`config.mk`:
```
export PLATFORM = sky130hd
export DESIGN_NAME = cardinal_nic
export DESIGN_NICKNAME = d
export VERILOG_FILES = /design/src/rtl/cardinal_nic_pkg.sv /design/src/rtl/nic_channel_buffer.sv /design/src/rtl/cardinal_nic.sv
export SDC_FILE = /design/constraint.sdc
export NUM_CORES = 1
export LEC_CHECK = 0
export ABC_AREA = 1
export ABC_CLOCK_PERIOD_IN_PS = 3000
export CAP_MARGIN = 20
export CORE_ASPECT_RATIO = 1.5
export CORE_MARGIN = 4
export CORE_UTILIZATION = 43
export DETAILED_ROUTE_END_ITERATION = 12
export GPL_ROUTABILITY_DRIVEN = 0
export PLACE_DENSITY_LB_ADDON = 0.1
export SKIP_LAST_GASP = 1
export SLEW_MARGIN = 10
export SYNTH_ARGS = -nofsm -noshare
export SYNTH_HDL_FRONTEND = slang
export SYNTH_SLANG_ARGS = --single-unit
export TNS_END_PERCENT = 1
```
`constraint.sdc`:
```
create_clock -name clk -period 3 [get_ports clk]
set_input_delay 0.45 -clock clk [delete_from_list [all_inputs] [get_ports clk]]
set_output_delay 0.45 -clock clk [all_outputs]
set_load 0.05 [all_outputs]
```
`src/rtl/cardinal_nic_pkg.sv`:
```
// Shared constants for the cardinal NIC: data width, processor register map
// and the bit positions used inside the status words.
package cardinal_nic_pkg;

  localparam int DATA_WIDTH = 64;
  localparam int ADDR_WIDTH = 2;

  localparam logic [1:0] NIC_IN_BUF   = 2'b00;
  localparam logic [1:0] NIC_IN_STAT  = 2'b01;
  localparam logic [1:0] NIC_OUT_BUF  = 2'b10;
  localparam logic [1:0] NIC_OUT_STAT = 2'b11;

  // Positions counted from the numeric LSB, i.e. big-endian bits 63 and 62.
  localparam int STAT_FULL_BIT = 0;
  localparam int STAT_OVF_BIT  = 1;

endpackage

```
`src/rtl/nic_channel_buffer.sv`:
```
// Single-entry packet buffer with a full flag. The caller only asserts load
// when empty and unload when full, so the two never coincide.
module nic_channel_buffer #(
  parameter int WIDTH = 64
) (
  input  logic             clk,
  input  logic             reset,
  input  logic             load_i,
  input  logic [WIDTH-1:0] data_i,
  input  logic             unload_i,
  output logic [WIDTH-1:0] data_o,
  output logic             full_o
);

  logic [WIDTH-1:0] data_q, data_d;
  logic             full_q, full_d;

  always_comb begin
    data_d = data_q;
    full_d = full_q;
    if (load_i) begin
      data_d = data_i;
      full_d = 1'b1;
    end else if (unload_i) begin
      full_d = 1'b0;
    end
  end

  always_ff @(posedge clk) begin
    if (reset) begin
      data_q <= '0;
      full_q <= 1'b0;
    end else begin
      data_q <= data_d;
      full_q <= full_d;
    end
  end

  assign data_o = data_q;
  assign full_o = full_q;

endmodule

```
`src/rtl/cardinal_nic.sv`:
```
// Cardinal router NIC: processor register interface on one side, strobe/ready
// network channels on the other, each direction backed by a one-entry buffer.
module cardinal_nic
  import cardinal_nic_pkg::*;
#(
  parameter int DATA_WIDTH = cardinal_nic_pkg::DATA_WIDTH,
  parameter int ADDR_WIDTH = cardinal_nic_pkg::ADDR_WIDTH
) (
  input  logic                  clk,
  input  logic                  reset,
  input  logic [ADDR_WIDTH-1:0] addr,
  input  logic [DATA_WIDTH-1:0] d_in,
  output logic [DATA_WIDTH-1:0] d_out,
  input  logic                  nicEn,
  input  logic                  nicWrEn,
  input  logic                  net_si,
  output logic                  net_ri,
  input  logic [DATA_WIDTH-1:0] net_di,
  output logic                  net_so,
  input  logic                  net_ro,
  output logic [DATA_WIDTH-1:0] net_do,
  input  logic                  net_polarity
);

  logic                  rd_en, wr_en;
  logic                  in_load, in_unload, in_full;
  logic                  out_load, out_unload, out_full;
  logic [DATA_WIDTH-1:0] in_buf, out_buf;
  logic                  out_ovf_q, out_ovf_d;
  logic                  wr_out_buf;

  assign rd_en      = nicEn & ~nicWrEn;
  assign wr_en      = nicEn & nicWrEn;
  assign wr_out_buf = wr_en & (addr == ADDR_WIDTH'(NIC_OUT_BUF));

  assign net_ri    = ~in_full;
  assign in_load   = net_si & ~in_full;
  assign in_unload = rd_en & (addr == ADDR_WIDTH'(NIC_IN_BUF)) & in_full;

  // Bus bit 0 is the MSB, so the virtual-channel tag sits at the top index.
  assign net_so     = out_full & net_ro & (out_buf[DATA_WIDTH-1] == net_polarity);
  assign out_load   = wr_out_buf & ~out_full;
  assign out_unload = net_so;
  assign net_do     = out_buf;

  nic_channel_buffer #(.WIDTH(DATA_WIDTH)) u_in_buf (
    .clk      (clk),
    .reset    (reset),
    .load_i   (in_load),
    .data_i   (net_di),
    .unload_i (in_unload),
    .data_o   (in_buf),
    .full_o   (in_full)
  );

  nic_channel_buffer #(.WIDTH(DATA_WIDTH)) u_out_buf (
    .clk      (clk),
    .reset    (reset),
    .load_i   (out_load),
    .data_i   (d_in),
    .unload_i (out_unload),
    .data_o   (out_buf),
    .full_o   (out_full)
  );

  always_comb begin
    out_ovf_d = out_ovf_q;
    if (rd_en && addr == ADDR_WIDTH'(NIC_OUT_STAT)) begin
      out_ovf_d = 1'b0;
    end
    if (wr_out_buf && out_full) begin
      out_ovf_d = 1'b1;
    end
  end

  always_ff @(posedge clk) begin
    if (reset) begin
      out_ovf_q <= 1'b0;
    end else begin
      out_ovf_q <= out_ovf_d;
    end
  end

  always_comb begin
    d_out = '0;
    if (rd_en) begin
      case (addr)
        ADDR_WIDTH'(NIC_IN_BUF):  d_out = in_buf;
        ADDR_WIDTH'(NIC_IN_STAT): d_out[STAT_FULL_BIT] = in_full;
        ADDR_WIDTH'(NIC_OUT_STAT): begin
          d_out[STAT_FULL_BIT] = out_full;
          d_out[STAT_OVF_BIT]  = out_ovf_q;
        end
        default: d_out = '0;
      endcase
    end
  end

endmodule
```
==> impl_metrics.csv <==
group,metric,value,unit
route,dr.first_iter.drc_count,226,
global_routing,gr-total-overflow,0,
die,core,12000,um2
sta,worst_slew_pin_slew,0.580,ns
critical_path,critical_path.cell_chain,"clkdlybuf4s50_1, inv_1, ha_2, buf_4, nand2_1, nor2_1, buf_12",
critical_path,rrSetupSlack,1.60,ns
final_layout,areaGrowthSynthToFinish,75.6,%
global_routing,grt_first_pass_wirelength,26.8,mm
yosys,synth_top_area_share,50.1,%
clocking,htree_levels,4,
critical_path,cp-end-kind,"output port",
power_and_ir_drop,max-vdd-ir-drop,0.000508,V
global_routing,antenna_found_initial,0,
sta,final_min_period_over_clock_period,84.1,%
min_path,worst_hold_path_type,"flip-flop to flip-flop",
sta,rsz0062_at_grt,"false",
critical_path,critPathMaxFanout,34,
final_layout,layout_cell_share_with_drive_strength_beyond_1,11.5,%
clocking,cts_hold_repair.buffers,0,
clocking,worstSkewPairLatency,0.41,ns
placed_design,dpl.hpwl,11.8,mm
route,vias_per_cell,4.88,
clocking,post_cts.resized_instances,0,
final_layout,net_count_reported_at_finish,1121,
yosys,postSynthAreaPerCell,7.10,um2
die,initial_standard_cell_utilization_of_the_core,43.8,%
sta,max_clock_freq,0.397,GHz
die,floorplan.die.height,143,um
power_and_ir_drop,report.power.total,4.89,mW
critical_path,worst_setup_path_start_kind,"input port",
die,core.rowCount,49,
route,total_via_count_after_detailed_routing,5588,
global_routing,grt_max_degree,66,
clocking,cts_buffers,17,
power_and_ir_drop,power_per_cell_area,533,nW/um2
placed_design,port_buffers,266,
power_and_ir_drop,total_leakage_power,3.72,nW
yosys,syn-cell-area,5230,um2
die,io_pins,267,
die,die_x,98.1,um
power_and_ir_drop,sequentialPowerShare,38.8,%
yosys,syn-num-nets,879,
power_and_ir_drop,clock_power_share,46.8,%
sta,fin_hold_ws,0.475,ns
route,drt-pass1-iter-count,4,
clocking,clkSinkCount,131,
sta,slew-limit-headroom,61.3,%
power_and_ir_drop,internal_power,3.69,mW
route,wl_per_cell,14.9,um
critical_path,crit_type,"input port to output port",
yosys,yosys_warnings,0,
die,die_area,14000,um2
yosys,postSynthCellCount,737,
global_routing,grt_use_total,23.9,%
yosys,yosysSeqAreaShare,50.1,%
critical_path,cpMaxStageDelayCell,"sky130_fd_sc_hd__clkdlybuf4s50_1",
clocking,cts_setup_buffers,0,
route,drc,0,
route,routed_wirelength,17.1,mm
global_routing,grt_pass1_vias,5499,
clocking,clk_root_buffer_cell,"sky130_fd_sc_hd__clkbuf_16",
power_and_ir_drop,p_switching,1.20,mW
clocking,clockBufferDepth,2,
sta,fin_worst_skew,0.00757,ns
yosys,synth.top_cells.by_area,"sky130_fd_sc_hd__dfxtp_1 50%, sky130_fd_sc_hd__nor2_1 23%, sky130_fd_sc_hd__o21ai_0 11%",
yosys,synth.lib_cells_used.distinct,19,
placed_design,post-place-cells,1113,
route,number_of_routed_nets_with_antenna_violations,0,
yosys,synth_seq_cells,131,
clocking,clkSlewWorstSetupHoldPaths,0.05,ns
sta,total_negative_slack,0,ns
final_layout,instances_no_fill,1146,
sta,timing.final.setup_violations,0,
outcome,outcome,"complete, no violations",
sta,timing.final.max_slew_violations,0,
sta,final_hold_viol_count,0,
critical_path,worst_ep_arrival_time,2.07,ns
clocking,cts_tree,"yes",
critical_path,crit_required,2.55,ns
sta,final.min_clock_period,2.52,ns
yosys,yosysTopAreaCell,"sky130_fd_sc_hd__dfxtp_1",
final_layout,final_util,76.9,%
job,timing.max_cap.violations,0,
critical_path,max_stage_delay_on_crit_path,0.49,ns
power_and_ir_drop,switching_share,24.6,%
power_and_ir_drop,comb_power_share,14.4,%
==> flip-flops by register name (all words and copies together), names as in the netlist <==
register / cells
u_in_buf.data_o: 64
out_ovf_q: 1
u_out_buf.data_o: 64
u_out_buf.full_o: 1
u_in_buf.full_o: 1
==> power by group through the flow <==
stage / Sequential [mW] / Combinational [mW] / Clock [mW]
floorplan: 2.03 / 0.276 / 0
global route: 1.91 / 0.768 / 2.40
finish: 1.90 / 0.706 / 2.29
CTS: 1.90 / 0.712 / 2.32
detailed placement: 1.93 / 0.706 / 0
global placement: 1.93 / 0.697 / 0
==> kinds of logic (layout without fill, tap and decap cells) <==
group | after synthesis | in the layout | share of synthesized area [%]
AOI/OAI and AO/OA | 132 | 132 | 12.6
DFF | 131 | 131 | 50.1
buffers and inverters | 67 | 322 | 6.96
adders and majority gates | 5 | 5 | 1.20
other | 0 | 1 | 0
and+or+nand+nor | 402 | 402 | 29.1
==> per-stage QoR <==
stage / cell area [um2] / setup WS (ns)
after floorplan: 5230 / 0.677
after global placement: 8530 / 0.540
after detailed placement: 8530 / 0.485
after CTS: 9190 / 0.487
after global routing: 9190 / 0.327
final: 9190 / 0.478
==> path summary, 6_finish.rpt <==
check                   from                  end  depth (start not counted)
max                  addr[1]            d_out[62]                          7
min                out_ovf_q            out_ovf_q                          2
max reg2reg  u_in_buf.full_o  u_in_buf.data_o[26]                          5
min reg2reg        out_ovf_q            out_ovf_q                          2
==> worst max-delay path: cells and delay by family <==
family	cells	cell delay (ns)
buffers and inverters	4	1.11
AND/OR/NAND/NOR	2	0.31
adder cells (fa/ha/maj)	1	0.19
==> cells in the mapped netlist, drive strengths merged <==
cell    count
ha          5
a21oi       4
nand3       5
nor2      321
buf        27
clkbuf     27
o21ai     128
nand4       1
nand2      75
dfxtp     131
inv        13
==> placed cells by master (no fill, tap or decap), types with 2 or more instances in the layout <==
cell and n:
sky130_fd_sc_hd__ha_1 4, sky130_fd_sc_hd__clkbuf_8 2, sky130_fd_sc_hd__inv_2 5, sky130_fd_sc_hd__dfxtp_1 131, sky130_fd_sc_hd__bufinv_16 5, sky130_fd_sc_hd__clkdlybuf4s50_1 202, sky130_fd_sc_hd__inv_1 8, sky130_fd_sc_hd__clkinv_4 3
sky130_fd_sc_hd__buf_4 9, sky130_fd_sc_hd__o21ai_0 117, sky130_fd_sc_hd__o21ai_1 11, sky130_fd_sc_hd__nand3_1 5, sky130_fd_sc_hd__nand2_1 74, sky130_fd_sc_hd__clkinvlp_4 3, sky130_fd_sc_hd__nor2_1 320, sky130_fd_sc_hd__a21oi_1 4
sky130_fd_sc_hd__buf_12 66, sky130_fd_sc_hd__clkbuf_16 17
==> layer usage <==
layer | share of wire, % | up-vias | track usage [%]
met2 | 51 | 201 | 41.4
met3 | 9.7 | 29 | 10.0
met4 | 3.1 | 0 | 10.5
li1 | - | 2793 | -
met1 | 36 | 2565 | 25.4
met5 | 0 | - | 0
==> cell type report <==
class | instances | area [um2]
timing repair buffer | 277 | 3410
clock buffer | 20 | 457
multi-input combinational | 539 | 2250
antenna | 1 | 2.50
inverter | 13 | 48.8
tap | 153 | 191
fill | 861 | 2770
clock inverter | 12 | 204
sequential | 131 | 2620
Note: power is estimated with default switching activity, not from simulation.
